File: src/rtl/sdram_port_arb_pkg.sv
// Shared definitions for the two-port SDRAM arbiter: grant FSM encoding,
// requester id type and the default depth of the outstanding-tag FIFO.
package sdram_port_arb_pkg;

   typedef enum logic [1:0] {
      ST_IDLE = 2'd0,
      ST_GNT0 = 2'd1,
      ST_GNT1 = 2'd2
   } arb_state_e;

   typedef logic port_id_t;

   localparam int TAG_DEPTH_DEF = 4;

endpackage

File: src/rtl/sdram_port_arb_if.sv
// Bundle of both requester ports and the SDRAM core inport.
// The slave modport is the arbiter's view; master is the driver's view.
interface sdram_port_arb_if;

   logic [3:0]  p0_wr_i,         p1_wr_i;
   logic        p0_rd_i,         p1_rd_i;
   logic [7:0]  p0_len_i,        p1_len_i;
   logic [31:0] p0_addr_i,       p1_addr_i;
   logic [31:0] p0_write_data_i, p1_write_data_i;
   logic        p0_accept_o,     p1_accept_o;
   logic        p0_ack_o,        p1_ack_o;
   logic        p0_error_o,      p1_error_o;
   logic [31:0] p0_read_data_o,  p1_read_data_o;

   logic [3:0]  ram_wr_o;
   logic        ram_rd_o;
   logic [7:0]  ram_len_o;
   logic [31:0] ram_addr_o;
   logic [31:0] ram_write_data_o;
   logic        ram_accept_i;
   logic        ram_ack_i;
   logic        ram_error_i;
   logic [31:0] ram_read_data_i;

   modport slave (
      input  p0_wr_i, p1_wr_i, p0_rd_i, p1_rd_i, p0_len_i, p1_len_i,
             p0_addr_i, p1_addr_i, p0_write_data_i, p1_write_data_i,
      output p0_accept_o, p1_accept_o, p0_ack_o, p1_ack_o,
             p0_error_o, p1_error_o, p0_read_data_o, p1_read_data_o,
      output ram_wr_o, ram_rd_o, ram_len_o, ram_addr_o, ram_write_data_o,
      input  ram_accept_i, ram_ack_i, ram_error_i, ram_read_data_i
   );

   modport master (
      output p0_wr_i, p1_wr_i, p0_rd_i, p1_rd_i, p0_len_i, p1_len_i,
             p0_addr_i, p1_addr_i, p0_write_data_i, p1_write_data_i,
      input  p0_accept_o, p1_accept_o, p0_ack_o, p1_ack_o,
             p0_error_o, p1_error_o, p0_read_data_o, p1_read_data_o,
      input  ram_wr_o, ram_rd_o, ram_len_o, ram_addr_o, ram_write_data_o,
      output ram_accept_i, ram_ack_i, ram_error_i, ram_read_data_i
   );

endinterface

File: src/rtl/sdram_arb_tag_fifo.sv
// In-order FIFO of requester ids for accepted-but-unacked SDRAM accesses.
// Push while full and pop while empty are ignored.
module sdram_arb_tag_fifo
   import sdram_port_arb_pkg::*;
#(
   parameter int DEPTH = TAG_DEPTH_DEF
) (
   input  logic     clk_i,
   input  logic     rst_n_i,
   input  logic     push_i,
   input  port_id_t data_i,
   input  logic     pop_i,
   output port_id_t data_o,
   output logic     full_o,
   output logic     empty_o
);

   localparam int AW = $clog2(DEPTH);
   localparam logic [AW:0] FULL_CNT = (AW+1)'(DEPTH);

   port_id_t        mem_q [DEPTH];
   logic [AW-1:0]   wr_ptr_q, rd_ptr_q;
   logic [AW:0]     count_q;
   logic            do_push, do_pop;

   assign full_o  = (count_q == FULL_CNT);
   assign empty_o = (count_q == '0);
   assign do_push = push_i && !full_o;
   assign do_pop  = pop_i && !empty_o;
   assign data_o  = mem_q[rd_ptr_q];

   always_ff @(posedge clk_i) begin
      if (do_push) mem_q[wr_ptr_q] <= data_i;
   end

   // Pointers are power-of-two wide, so they wrap for free.
   always_ff @(posedge clk_i or negedge rst_n_i) begin
      if (!rst_n_i) begin
         wr_ptr_q <= '0;
         rd_ptr_q <= '0;
         count_q  <= '0;
      end else begin
         if (do_push) wr_ptr_q <= wr_ptr_q + 1'b1;
         if (do_pop)  rd_ptr_q <= rd_ptr_q + 1'b1;
         case ({do_push, do_pop})
            2'b10:   count_q <= count_q + 1'b1;
            2'b01:   count_q <= count_q - 1'b1;
            default: count_q <= count_q;
         endcase
      end
   end

endmodule

File: src/rtl/sdram_port_arb.sv
// Round-robin arbiter sharing one SDRAM core inport between two requesters;
// grants hold for a whole burst and acks are routed back by an in-order tag FIFO.
module sdram_port_arb
   import sdram_port_arb_pkg::*;
#(
   parameter int TAG_DEPTH = TAG_DEPTH_DEF
) (
   input  logic             clk_i,
   input  logic             rst_n_i,
   sdram_port_arb_if.slave  bus,
   output logic             proto_err_o
);

   arb_state_e state_q, state_d;
   port_id_t   last_q, last_d;
   logic [7:0] cnt_q, cur_cnt;
   logic       burst_q;
   logic       req0, req1, gnt0, gnt1;
   logic       acc0, acc1, acc_any, burst_end;
   logic       full, empty, pop;
   port_id_t   head;

   assign req0    = (bus.p0_wr_i != 4'h0) || bus.p0_rd_i;
   assign req1    = (bus.p1_wr_i != 4'h0) || bus.p1_rd_i;
   assign gnt0    = (state_q == ST_GNT0);
   assign gnt1    = (state_q == ST_GNT1);
   assign acc0    = bus.ram_accept_i && gnt0 && !full;
   assign acc1    = bus.ram_accept_i && gnt1 && !full;
   assign acc_any = acc0 || acc1;

   // The first accept of a grant takes the length straight from the port;
   // afterwards the latched count is authoritative.
   assign cur_cnt   = burst_q ? cnt_q : (gnt1 ? bus.p1_len_i : bus.p0_len_i);
   assign burst_end = acc_any && (cur_cnt == 8'd0);

   assign bus.p0_accept_o = acc0;
   assign bus.p1_accept_o = acc1;

   always_ff @(posedge clk_i or negedge rst_n_i) begin
      if (!rst_n_i) begin
         state_q <= ST_IDLE;
         last_q  <= 1'b1;
      end else begin
         state_q <= state_d;
         last_q  <= last_d;
      end
   end

   always_comb begin
      state_d              = state_q;
      last_d               = last_q;
      bus.ram_wr_o         = 4'h0;
      bus.ram_rd_o         = 1'b0;
      bus.ram_len_o        = 8'h0;
      bus.ram_addr_o       = 32'h0;
      bus.ram_write_data_o = 32'h0;
      case (state_q)
         ST_IDLE: begin
            if (req0 && req1)  state_d = (last_q == 1'b0) ? ST_GNT1 : ST_GNT0;
            else if (req0)     state_d = ST_GNT0;
            else if (req1)     state_d = ST_GNT1;
         end
         ST_GNT0: begin
            bus.ram_wr_o         = full ? 4'h0 : bus.p0_wr_i;
            bus.ram_rd_o         = bus.p0_rd_i && !full;
            bus.ram_len_o        = bus.p0_len_i;
            bus.ram_addr_o       = bus.p0_addr_i;
            bus.ram_write_data_o = bus.p0_write_data_i;
            if (burst_end) begin
               state_d = ST_IDLE;
               last_d  = 1'b0;
            end
         end
         ST_GNT1: begin
            bus.ram_wr_o         = full ? 4'h0 : bus.p1_wr_i;
            bus.ram_rd_o         = bus.p1_rd_i && !full;
            bus.ram_len_o        = bus.p1_len_i;
            bus.ram_addr_o       = bus.p1_addr_i;
            bus.ram_write_data_o = bus.p1_write_data_i;
            if (burst_end) begin
               state_d = ST_IDLE;
               last_d  = 1'b1;
            end
         end
         default: state_d = ST_IDLE;
      endcase
   end

   always_ff @(posedge clk_i or negedge rst_n_i) begin
      if (!rst_n_i) begin
         cnt_q   <= 8'h0;
         burst_q <= 1'b0;
      end else if (acc_any) begin
         if (burst_end) begin
            cnt_q   <= 8'h0;
            burst_q <= 1'b0;
         end else begin
            cnt_q   <= cur_cnt - 8'd1;
            burst_q <= 1'b1;
         end
      end
   end

   sdram_arb_tag_fifo #(.DEPTH(TAG_DEPTH)) u_tag_fifo (
      .clk_i   (clk_i),
      .rst_n_i (rst_n_i),
      .push_i  (acc_any),
      .data_i  (gnt1),
      .pop_i   (pop),
      .data_o  (head),
      .full_o  (full),
      .empty_o (empty)
   );

   // An ack with nothing outstanding is swallowed and flagged.
   assign pop             = bus.ram_ack_i && !empty;
   assign bus.p0_ack_o    = pop && (head == 1'b0);
   assign bus.p1_ack_o    = pop && (head == 1'b1);
   assign bus.p0_error_o  = bus.p0_ack_o && bus.ram_error_i;
   assign bus.p1_error_o  = bus.p1_ack_o && bus.ram_error_i;
   assign bus.p0_read_data_o = bus.ram_read_data_i;
   assign bus.p1_read_data_o = bus.ram_read_data_i;

   always_ff @(posedge clk_i or negedge rst_n_i) begin
      if (!rst_n_i)                     proto_err_o <= 1'b0;
      else if (bus.ram_ack_i && empty)  proto_err_o <= 1'b1;
   end

endmodule

File: src/flat_wrapper.sv
// flat-port wrapper written by rule: the top's interface ports become plain ports
module sdram_port_arb_flat import sdram_port_arb_pkg::*;
#(
   parameter int TAG_DEPTH = TAG_DEPTH_DEF
)
  (clk_i, rst_n_i, proto_err_o, bus_p0_wr_i, bus_p1_wr_i, bus_p0_rd_i, bus_p1_rd_i, bus_p0_len_i, bus_p1_len_i, bus_p0_addr_i, bus_p1_addr_i, bus_p0_write_data_i, bus_p1_write_data_i, bus_p0_accept_o, bus_p1_accept_o, bus_p0_ack_o, bus_p1_ack_o, bus_p0_error_o, bus_p1_error_o, bus_p0_read_data_o, bus_p1_read_data_o, bus_ram_wr_o, bus_ram_rd_o, bus_ram_len_o, bus_ram_addr_o, bus_ram_write_data_o, bus_ram_accept_i, bus_ram_ack_i, bus_ram_error_i, bus_ram_read_data_i);
  sdram_port_arb_if bus_i ();
  input  logic clk_i;
  input  logic rst_n_i;
  output logic proto_err_o;
  input wire logic [$bits(bus_i.p0_wr_i)-1:0] bus_p0_wr_i;
  input wire logic [$bits(bus_i.p1_wr_i)-1:0] bus_p1_wr_i;
  input wire logic [$bits(bus_i.p0_rd_i)-1:0] bus_p0_rd_i;
  input wire logic [$bits(bus_i.p1_rd_i)-1:0] bus_p1_rd_i;
  input wire logic [$bits(bus_i.p0_len_i)-1:0] bus_p0_len_i;
  input wire logic [$bits(bus_i.p1_len_i)-1:0] bus_p1_len_i;
  input wire logic [$bits(bus_i.p0_addr_i)-1:0] bus_p0_addr_i;
  input wire logic [$bits(bus_i.p1_addr_i)-1:0] bus_p1_addr_i;
  input wire logic [$bits(bus_i.p0_write_data_i)-1:0] bus_p0_write_data_i;
  input wire logic [$bits(bus_i.p1_write_data_i)-1:0] bus_p1_write_data_i;
  output wire logic [$bits(bus_i.p0_accept_o)-1:0] bus_p0_accept_o;
  output wire logic [$bits(bus_i.p1_accept_o)-1:0] bus_p1_accept_o;
  output wire logic [$bits(bus_i.p0_ack_o)-1:0] bus_p0_ack_o;
  output wire logic [$bits(bus_i.p1_ack_o)-1:0] bus_p1_ack_o;
  output wire logic [$bits(bus_i.p0_error_o)-1:0] bus_p0_error_o;
  output wire logic [$bits(bus_i.p1_error_o)-1:0] bus_p1_error_o;
  output wire logic [$bits(bus_i.p0_read_data_o)-1:0] bus_p0_read_data_o;
  output wire logic [$bits(bus_i.p1_read_data_o)-1:0] bus_p1_read_data_o;
  output wire logic [$bits(bus_i.ram_wr_o)-1:0] bus_ram_wr_o;
  output wire logic [$bits(bus_i.ram_rd_o)-1:0] bus_ram_rd_o;
  output wire logic [$bits(bus_i.ram_len_o)-1:0] bus_ram_len_o;
  output wire logic [$bits(bus_i.ram_addr_o)-1:0] bus_ram_addr_o;
  output wire logic [$bits(bus_i.ram_write_data_o)-1:0] bus_ram_write_data_o;
  input wire logic [$bits(bus_i.ram_accept_i)-1:0] bus_ram_accept_i;
  input wire logic [$bits(bus_i.ram_ack_i)-1:0] bus_ram_ack_i;
  input wire logic [$bits(bus_i.ram_error_i)-1:0] bus_ram_error_i;
  input wire logic [$bits(bus_i.ram_read_data_i)-1:0] bus_ram_read_data_i;
  assign bus_i.p0_wr_i = bus_p0_wr_i;
  assign bus_i.p1_wr_i = bus_p1_wr_i;
  assign bus_i.p0_rd_i = bus_p0_rd_i;
  assign bus_i.p1_rd_i = bus_p1_rd_i;
  assign bus_i.p0_len_i = bus_p0_len_i;
  assign bus_i.p1_len_i = bus_p1_len_i;
  assign bus_i.p0_addr_i = bus_p0_addr_i;
  assign bus_i.p1_addr_i = bus_p1_addr_i;
  assign bus_i.p0_write_data_i = bus_p0_write_data_i;
  assign bus_i.p1_write_data_i = bus_p1_write_data_i;
  assign bus_p0_accept_o = bus_i.p0_accept_o;
  assign bus_p1_accept_o = bus_i.p1_accept_o;
  assign bus_p0_ack_o = bus_i.p0_ack_o;
  assign bus_p1_ack_o = bus_i.p1_ack_o;
  assign bus_p0_error_o = bus_i.p0_error_o;
  assign bus_p1_error_o = bus_i.p1_error_o;
  assign bus_p0_read_data_o = bus_i.p0_read_data_o;
  assign bus_p1_read_data_o = bus_i.p1_read_data_o;
  assign bus_ram_wr_o = bus_i.ram_wr_o;
  assign bus_ram_rd_o = bus_i.ram_rd_o;
  assign bus_ram_len_o = bus_i.ram_len_o;
  assign bus_ram_addr_o = bus_i.ram_addr_o;
  assign bus_ram_write_data_o = bus_i.ram_write_data_o;
  assign bus_i.ram_accept_i = bus_ram_accept_i;
  assign bus_i.ram_ack_i = bus_ram_ack_i;
  assign bus_i.ram_error_i = bus_ram_error_i;
  assign bus_i.ram_read_data_i = bus_ram_read_data_i;
  sdram_port_arb #(.TAG_DEPTH(TAG_DEPTH)) u_core (.clk_i(clk_i), .rst_n_i(rst_n_i), .bus(bus_i), .proto_err_o(proto_err_o));
endmodule
File: config.mk
export PLATFORM = sky130hd
export DESIGN_NAME = sdram_port_arb_flat
export DESIGN_NICKNAME = d
export VERILOG_FILES = /design/src/rtl/sdram_port_arb_pkg.sv /design/src/rtl/sdram_port_arb_if.sv /design/src/rtl/sdram_arb_tag_fifo.sv /design/src/rtl/sdram_port_arb.sv /design/src/flat_wrapper.sv
export SDC_FILE = /design/constraint.sdc
export NUM_CORES = 1
export LEC_CHECK = 0
export CORE_AREA = 2 2 132 134
export DETAILED_ROUTE_END_ITERATION = 10
export DIE_AREA = 0 0 134 136
export MAX_ROUTING_LAYER = met4
export PLACE_DENSITY_LB_ADDON = 0.12
export SLEW_MARGIN = 25
export SYNTH_ARGS = -nofsm -noshare
export SYNTH_HDL_FRONTEND = slang
export SYNTH_SLANG_ARGS = --single-unit
File: constraint.sdc
create_clock -name clk_i -period 7.65 [get_ports clk_i]
set_clock_uncertainty 0.15 [all_clocks]
set_input_delay 1.53 -clock clk_i [delete_from_list [all_inputs] [get_ports clk_i]]
set_output_delay 1.53 -clock clk_i [all_outputs]
set_load 0.02 [all_outputs]
==> impl_metrics.ini, run 1 <==
[synth]
async_reset_ff_share_pct = 83.3
synth-adder-area-share_pct = 4.79
synth.area.top_cells = a22oi_1 17%, buf_4 15%, dfrtp_1 14%
synth_ff_type = dfrtp_1
yosys.area.top_type = a22oi_1
synth-xor-area-share_pct = 2.66
synth.yosys.warnings = 0
synth_enable_flop_cells = 4
synth_compound_gate_area_share_pct = 23.5
ys_ff_latch = 24
synth_top_area_share_pct = 17.3
synth_top_family_by_area = simple AND/OR/NAND/NOR gates
synth-simple-area-share_pct = 23.5
yosysSeqAreaShare_pct = 18.9
synth_top_cells_by_count = 76 x a22oi_1, 74 x nor2b_1, 65 x buf_4
synth_cell_type_count = 52
synth.cell_area_mm2 = 0.00329
synth_nets = 602
synth_mux_area_share_pct = 7.10
syn_inst = 399
yosysMostFrequentCell = a22oi_1
syn_area_per_cell_um2 = 8.26

[timing]
fin_crit_sh_pct = 64.4
slew_viol_final = 0
setup_viol = 0
tightestPinTransition_ns = 0.966
fin_crit_ns = 4.93
maxSlewHeadroom_pct = 35.6
setup_tns_ns = 0
fmax_mhz = 203
rsz0062_at_grt = no
whs_ns = 0.302
hold_violations = 0

[grt]
track_usage_pct = 14.9
met3_usage_pct = 2.57
grt_pass1_vias = 3461
grtUsageMet2_pct = 26.6
grt_pass1_wl_um = 20200
use_met1_pct = 17.4
grt_max_degree = 75
grt_overflow = 0
antenna_found_initial = 0
grt.busiest_layer = met2

[cts]
clk_latency_ns = 0.26
cts_setup_buffers = 0
cts_made_buffers = 3
numClockSinks = 24
clk_path_buf_depth = 2
hold_buffers = 0
h-tree-depth = 1
path_clk_slew_ns = 0.07
cts-root-buf = clkbuf_16
cts_tree = done
cts_resized = 0

[critical_path]
cp_max_fo = 45
end_kind = primary output
cp_num_buf_inv = 3
critical_path_arrival_ns = 3.25
cp_top_family = buffers and inverters
max_stage_delay_ns = 0.85
crit_type = flop to primary output
crit_path_top_delay_cell = ha_2
critPathLaunchType = flop
cp_cell_sequence = inv_1 -> ha_2 -> buf_4 -> a22oi_1 -> nor2b_1 -> clkdlybuf4s50_1
required_ns = 5.97

[die]
rows = 48
die_w_um = 134
start_util_pct = 19.5
fp.coreArea_mm2 = 0.0169
pin_count = 339
fp.dieArea_mm2 = 0.0182
die_h_um = 136

[job]
drv_cap = 0

[drt]
dr.first_iter.drc_count = 139
ant_nets = 0
vias = 3354
vias_per_cell = 4.31
wl_per_cell_um = 18.2
dr.pass1.iters = 6
routed_wl_um = 14200
drc = 0

[cells_and_area]
filler_cell_count = 1761
fin_nets = 757
area.growth.synth_to_final_pct = 67.7
layout.cells.non_filler = 779
drive_gt1_share_pct = 5.61

[power_and_ir_drop]
p_leak_nw = 1.93
pwr_density_cell_mw_per_mm2 = 317
irDropWorstVdd_mv = 0.171

[place]
post-place-cells = 774
gp_congestion = 0.745
dp_hpwl_um = 11500
portBuffers = 242

[outcome]
status = completed

[hold_path]
hold_class = flop to flop
[area by class of cell]
| cell class | instances | area, µm² | share of cell area (%) |
|---|---|---|---|
| Antenna cell | 1 | 2.50 | 0.0453 |
| Clock buffer | 4 | 100 | 1.81 |
| Inverter | 11 | 41.3 | 0.747 |
| Multi-Input combinational cell | 270 | 2040 | 37.0 |
| Sequential cell | 24 | 622 | 11.3 |
| Tap cell | 225 | 282 | 5.10 |
| Timing Repair Buffer | 244 | 2430 | 44.0 |
[layout by cell type (no fill, tap or decap), drive strengths merged, types with 4 or more instances in the layout]
cell type      instances
nor2                  12
a21oi                  4
dfrtp                 19
clkdlybuf4s50        241
xor2                   5
clkbuf                 4
and2                   6
xnor2                  5
inv                   11
o31ai                  5
ha                    11
mux2i                  8
mux2                   7
nand2                 18
a22oi                 76
edfxtp                 4
o21ai                  9
nor2b                 74
[per-layer routing]
layer  share of wire (%)  vias to the layer above
li1                    -                     1651
met1                  40                     1543
met2                  53                      127
met3                 5.9                       33
met4                 1.6                        0
met5                   0                        -
[final timing paths]
kind | cells past startpoint | start | endpoint | slack (ns)
max in group asynchronous | 1 | rst_n_i | u_core.last_q$_DFFE_PN1P_ | 5.91
min in group asynchronous | 1 | rst_n_i | u_core.cnt_q[5]$_DFFE_PN0N_ | 1.08
min | 1 | u_core.proto_err_o$_DFFE_PN0P_ | u_core.proto_err_o$_DFFE_PN0P_ | 0.30
max | 6 | u_core.state_q[1]$_DFFE_PN0P_ | bus_ram_write_data_o[9] | 2.72
max reg2reg | 9 | u_core.state_q[0]$_DFFE_PN0P_ | u_core.last_q$_DFFE_PN1P_ | 3.98
min reg2reg | 1 | u_core.proto_err_o$_DFFE_PN0P_ | u_core.proto_err_o$_DFFE_PN0P_ | 0.30
[where the power goes]
part / switching [mW] / internal (mW) / total, mW / leakage [nW]
Combinational: 0.731 / 0.655 / 1.39 / 1.61
Clock: 0.0472 / 0.0909 / 0.138 / 0.0493
Sequential: 0.0399 / 0.187 / 0.227 / 0.270
[sequential cells by signal, summed over array words and instances, names as in the netlist]
| name | count |
|---|---|
| u_core.last_q | 1 |
| u_core.state_q | 2 |
| u_core.cnt_q | 8 |
| u_core.burst_q | 1 |
| u_core.u_tag_fifo.rd_ptr_q | 2 |
| u_core.proto_err_o | 1 |
| u_core.u_tag_fifo.mem_q | 4 |
| u_core.u_tag_fifo.count_q | 3 |
| u_core.u_tag_fifo.wr_ptr_q | 2 |
[metrics by stage]
step	power (mW)	utilization (%)	setup WS [ns]	instance area, µm²
after floorplan	1.14	-	3.77	3290
after global placement	1.62	32.1	2.78	5420
after detailed placement	1.63	32.1	2.73	5420
after CTS	1.78	32.7	2.57	5520
after global routing	1.88	32.7	2.51	5520
final	1.75	32.7	2.72	5520
[kinds of logic after synthesis]
group                    count (synthesis)
flip-flops                              24
adder cells (fa/ha/maj)                 12
multiplexers                            16
AND/OR/NAND/NOR                        128
XOR/XNOR                                10
AO/OA/AOI/OAI                          104
buffers and inverters                  105
[worst register-to-register path, cell delays in order, from the launching register on]
cell	delay, ns
dfrtp_1	0.40
inv_1	0.16
ha_2	0.82
mux2_4	0.40
mux2i_4	0.19
ha_1	0.18
inv_1	0.04
a211o_1	0.32
nor4_4	0.59
mux2_4	0.35
(Power assumes the default switching activity.)
==> inputs of run 2 (changes only) <==
- clock period: 7.65 -> 4.8 ns (I/O delays scaled with it)
==> run 2 against run 1 <==
- clock-buffer cell count is 1 lower
- hold slack better by 0.0056 ns
- non-clock buffer count is 3 higher
- cell count is 0.26% higher
- critical path depth is 1 lower
- sequential share of layout area is 0.056 points lower
- die area stayed put
- sequential power is 59% higher
- via count is 2.5% higher
- first-iteration DRC count is 14% higher
- critical path type unchanged
- critical endpoint is now bus_ram_write_data_o[8]
==> impl_metrics.ini, run 2 (synthesis gave the netlist of run 1 again) <==
[critical_path]
cp_cell_sequence = inv_1 -> ha_2 -> buf_4 -> nor2b_1 -> clkdlybuf4s50_1
timing.rr.start = u_core.state_q[0]$_DFFE_PN0P_
required_ns = 3.69
end_kind = primary output
cp_max_fo = 46
crit_type = flop to primary output
critical_path_arrival_ns = 2.73
crit_path_top_delay_cell = ha_2
worstSetupStartpoint = u_core.state_q[0]$_DFFE_PN0P_
critPathLaunchType = flop
max_stage_delay_ns = 0.63

[die]
die_h_um = 136
pin_count = 339
rows = 48
fp.coreArea_mm2 = 0.0169
die_w_um = 134
start_util_pct = 19.5
fp.dieArea_mm2 = 0.0182

[grt]
grt_pass1_vias = 3460
track_usage_pct = 15.2
grt_overflow = 0
antenna_found_initial = 0
grt_max_degree = 65
grt_pass1_wl_um = 20800

[timing]
slew_viol_final = 0
maxSlewHeadroom_pct = 51.2
fmax_mhz = 261
tightestPinTransition_ns = 0.732
fin_crit_sh_pct = 79.9
setup_tns_ns = 0
setup_viol = 0
hold_violations = 0
fin_crit_ns = 3.84
rsz0062_at_grt = no

[cts]
h-tree-depth = 1
clk_path_buf_depth = 2
hold_buffers = 0
cts_made_buffers = 3
cts_tree = done
cts_setup_buffers = 0
cts_resized = 0
numClockSinks = 24
cts-root-buf = clkbuf_16
path_clk_slew_ns = 0.07
clk_latency_ns = 0.26

[hold_path]
hold_class = flop to flop
min_from = u_core.proto_err_o$_DFFE_PN0P_

[cells_and_area]
top_register = u_core.cnt_q
area.growth.synth_to_final_pct = 68.5
final_cell_mix = 241 x clkdlybuf4s50_1, 76 x a22oi_1, 74 x nor2b_1
final_area_mm2 = 0.00555
largest_reg_flops = 8
drive_gt1_share_pct = 6.12
fin_nets = 760
diodes = 0
final_common_cell = clkdlybuf4s50_1
reg_top3 = u_core.cnt_q: 8 flops, u_core.u_tag_fifo.mem_q: 4 flops, u_core.u_tag_fifo.count_q: 3 flops

[place]
dp_hpwl_um = 11700
gp_congestion = 0.748
dpl_cell_area_mm2 = 0.00545
portBuffers = 242

[power_and_ir_drop]
p_leak_nw = 1.94
pwr_density_cell_mw_per_mm2 = 509
irDropWorstVdd_mv = 0.201

[job]
drv_cap = 0

[drt]
drc = 0
routed_wl_um = 14500
vias = 3437
vias_per_cell = 4.40
dr.pass1.iters = 6
dr.first_iter.drc_count = 158
wl_per_cell_um = 18.5
ant_nets = 0

[outcome]
status = completed
[run 2: changes by cell type in the layout (fill, tap and decap cells not counted), sizes merged]
cell    delta
clkbuf     -1
bufinv     +1
buf        +3
diode      -1
[run 2: cell type report]
| type | instances | area (µm²) |
|---|---|---|
| Inverter | 11 | 41.3 |
| Tap cell | 225 | 282 |
| Clock buffer | 3 | 75.1 |
| Clock inverter | 1 | 30.0 |
| Sequential cell | 24 | 622 |
| Multi-Input combinational cell | 270 | 2030 |
| Fill cell | 1767 | 11300 |
| Timing Repair Buffer | 247 | 2470 |
[run 2: metal layers]
layer	global-route usage [%]	part of all wire, %	wire length (µm)
met1	18.1	40	5780
met2	26.7	52	7500
met3	2.46	5.9	852
met5	-	0	0
met4	4.02	2.3	333
[run 2: worst max-delay path, delay by kind of cell, from the launching register on]
| family | cells | cell delay, ns |
|---|---|---|
| buf+inv | 3 | 1.17 |
| fa+ha+maj | 1 | 0.63 |
| flops | 1 | 0.38 |
| simple gates | 1 | 0.25 |
[run 2: worst paths after layout]
| kind | end | slack, ns | cells after the start |
|---|---|---|---|
| worst max-delay path | bus_ram_write_data_o[8] | 0.96 | 5 |
| worst min-delay path | u_core.proto_err_o$_DFFE_PN0P_ | 0.31 | 1 |
| worst max register to register | u_core.last_q$_DFFE_PN1P_ | 1.59 | 6 |
| worst min register to register | u_core.proto_err_o$_DFFE_PN0P_ | 0.31 | 1 |
| max in group asynchronous | u_core.last_q$_DFFE_PN1P_ | 3.62 | 1 |
| min in group asynchronous | u_core.u_tag_fifo.wr_ptr_q[0]$_DFFE_PN0P_ | 0.51 | 1 |
[run 2: power by group]
group,leakage [nW],internal (mW),total (mW),switching (mW)
combinational,1.62,1.05,2.22,1.17
clock,0.0511,0.166,0.242,0.0763
sequential,0.270,0.297,0.362,0.0647
total,1.94,1.51,2.83,1.31
[run 2: stage by stage]
step / hold WS (ns) / std cells / utilization (%) / total power, mW / worst slack [ns]
final: 0.308 / 781 / 32.9 / 2.83 / 0.964
after CTS: 0.308 / 781 / 32.9 / 2.86 / 0.935
after global routing: 0.342 / 781 / 32.9 / 3.04 / 0.800
after detailed placement: 0.293 / 777 / 32.3 / 2.61 / 0.998
after global placement: 0.287 / 777 / 32.3 / 2.59 / 1.07
after floorplan: 0.290 / 399 / - / 1.81 / 1.75
==> inputs of run 3 (changes only) <==
- clock period: 4.8 -> 3.1 ns (I/O delays scaled with it)
==> run 3 against run 2 <==
- register-to-register slack got worse by 1.4 ns
- combinational power up 62%
- hold slack improved by 0.0071 ns
- largest cell class unchanged
- sequential share of layout area down 0.65 points
- die area unchanged
- clock-buffer cell count unchanged
- power increased by 60%
- core utilization grew 2.0 points
- global-route usage hardly changed
- wire length decreased by 0.21%
- first-iteration DRC count is 6.3% lower
- design area up 6.2%
==> impl_metrics.ini, run 3 (synthesis gave the netlist of run 1 again) <==
[outcome]
status = completed

[cts]
cts_made_buffers = 3
numClockSinks = 24
h-tree-depth = 1
path_clk_slew_ns = 0.07
cts_tree = done
cts_setup_buffers = 0
clk_path_buf_depth = 2
cts-root-buf = clkbuf_16
clk_latency_ns = 0.26

[critical_path]
critPathLaunchType = flop
crit_path_top_delay_cell = clkdlybuf4s50_1
required_ns = 2.33
cp_num_buf_inv = 3
cp_max_fo = 51
max_stage_delay_ns = 0.61
critical_path_arrival_ns = 2.19
crit_type = flop to primary output
cp_top_family = buffers and inverters
end_kind = primary output
cp_cell_sequence = inv_1 -> ha_4 -> buf_16 -> a22oi_1 -> nor2b_1 -> clkdlybuf4s50_1

[drt]
drc = 0
ant_nets = 0
dr.pass1.iters = 4
routed_wl_um = 14400
vias_per_cell = 4.41
dr.first_iter.drc_count = 148
vias = 3492
wl_per_cell_um = 18.2

[grt]
grt_overflow = 0
grt_max_degree = 61
track_usage_pct = 15.2
grt_pass1_vias = 3533
antenna_found_initial = 0
grt_pass1_wl_um = 20800

[timing]
rsz0062_at_grt = yes
fin_crit_sh_pct = 95.6
setup_viol = 0
tightestPinTransition_ns = 0.738
slew_viol_final = 0
maxSlewHeadroom_pct = 50.3
final.setup.worst_slack_ns = 0.135
fmax_mhz = 337
whs_ns = 0.315
fin_crit_ns = 2.96
setup_tns_ns = 0
hold_violations = 0

[place]
dpl_cell_area_mm2 = 0.00561
portBuffers = 242
post-place-cells = 788
pre_cts_slack_ns = 0.0364
gp_congestion = 0.770
dp_hpwl_um = 11800

[cells_and_area]
reg_top3 = u_core.cnt_q: 8 flops, u_core.u_tag_fifo.mem_q: 4 flops, u_core.u_tag_fifo.count_q: 3 flops
fin_util_pct = 34.9
final_area_mm2 = 0.00589
diodes = 0
largest_reg_flops = 8
final_cell_mix = 170 x clkdlybuf4s50_1, 76 x a22oi_1, 74 x nor2b_1
drive_gt1_share_pct = 8.82
top_register = u_core.cnt_q
area.growth.synth_to_final_pct = 78.9
final_common_cell = clkdlybuf4s50_1
filler_cell_count = 1737
fin_nets = 771
layout.cells.non_filler = 792

[power_and_ir_drop]
total_power_mw = 4.52
irDropWorstVdd_mv = 0.346
p_leak_nw = 3.15
pwr_density_cell_mw_per_mm2 = 768

[die]
fp.dieArea_mm2 = 0.0182
start_util_pct = 19.5
rows = 48
die_h_um = 136
pin_count = 339
fp.coreArea_mm2 = 0.0169
die_w_um = 134

[hold_path]
hold_class = flop to flop

[job]
drv_cap = 0
run 3: cell types whose count changed in the layout (fill, tap and decap cells not counted), sizes merged:
cell	change
clkdlybuf4s50	-71
dlymetal6s2s	+64
buf	+15
dlygate4sd2	+3
run 3: cell type report:
cell class / count / area [µm²] / share of cell area [%]
clock buffers: 3 / 75.1 / 1.27
clock inverters: 1 / 30.0 / 0.509
inverters: 11 / 41.3 / 0.700
well taps: 225 / 282 / 4.78
repair buffers: 258 / 2800 / 47.5
multi-input cells: 270 / 2050 / 34.7
flip-flops and latches: 24 / 622 / 10.5
run 3: final timing paths:
| check | from | to | slack (ns) | cells past startpoint |
|---|---|---|---|---|
| setup / recovery | u_core.state_q[0]$_DFFE_PN0P_ | bus_ram_addr_o[24] | 0.14 | 6 |
| hold / removal | u_core.proto_err_o$_DFFE_PN0P_ | u_core.proto_err_o$_DFFE_PN0P_ | 0.32 | 1 |
| setup reg to reg | u_core.state_q[0]$_DFFE_PN0P_ | u_core.cnt_q[7]$_DFFE_PN0N_ | 0.22 | 8 |
| hold reg to reg | u_core.proto_err_o$_DFFE_PN0P_ | u_core.proto_err_o$_DFFE_PN0P_ | 0.32 | 1 |
| max in group asynchronous | rst_n_i | u_core.last_q$_DFFE_PN1P_ | 1.95 | 2 |
| min in group asynchronous | rst_n_i | u_core.proto_err_o$_DFFE_PN0P_ | 0.56 | 2 |
run 3: repair_timing:
action | in CTS | in global routing
setup endpoints to repair | 28 | 67
hold buffers | 0 | 0
gates resized for setup | 5 | 66
run 3: routing by layer:
metal | up-vias | wire length (µm) | track usage [%]
li1 | 1677 | - | -
met1 | 1633 | 5740 | 18.5
met2 | 145 | 7420 | 26.0
met3 | 37 | 915 | 2.54
met4 | 0 | 360 | 4.14
met5 | - | 0 | -
run 3: report_power, final:
group / leakage, nW / internal [mW] / total, mW / switching (mW)
clock network: 0.0511 / 0.257 / 0.375 / 0.118
registers: 0.270 / 0.461 / 0.563 / 0.102
logic: 2.83 / 1.75 / 3.59 / 1.84
total: 3.15 / 2.46 / 4.52 / 2.06
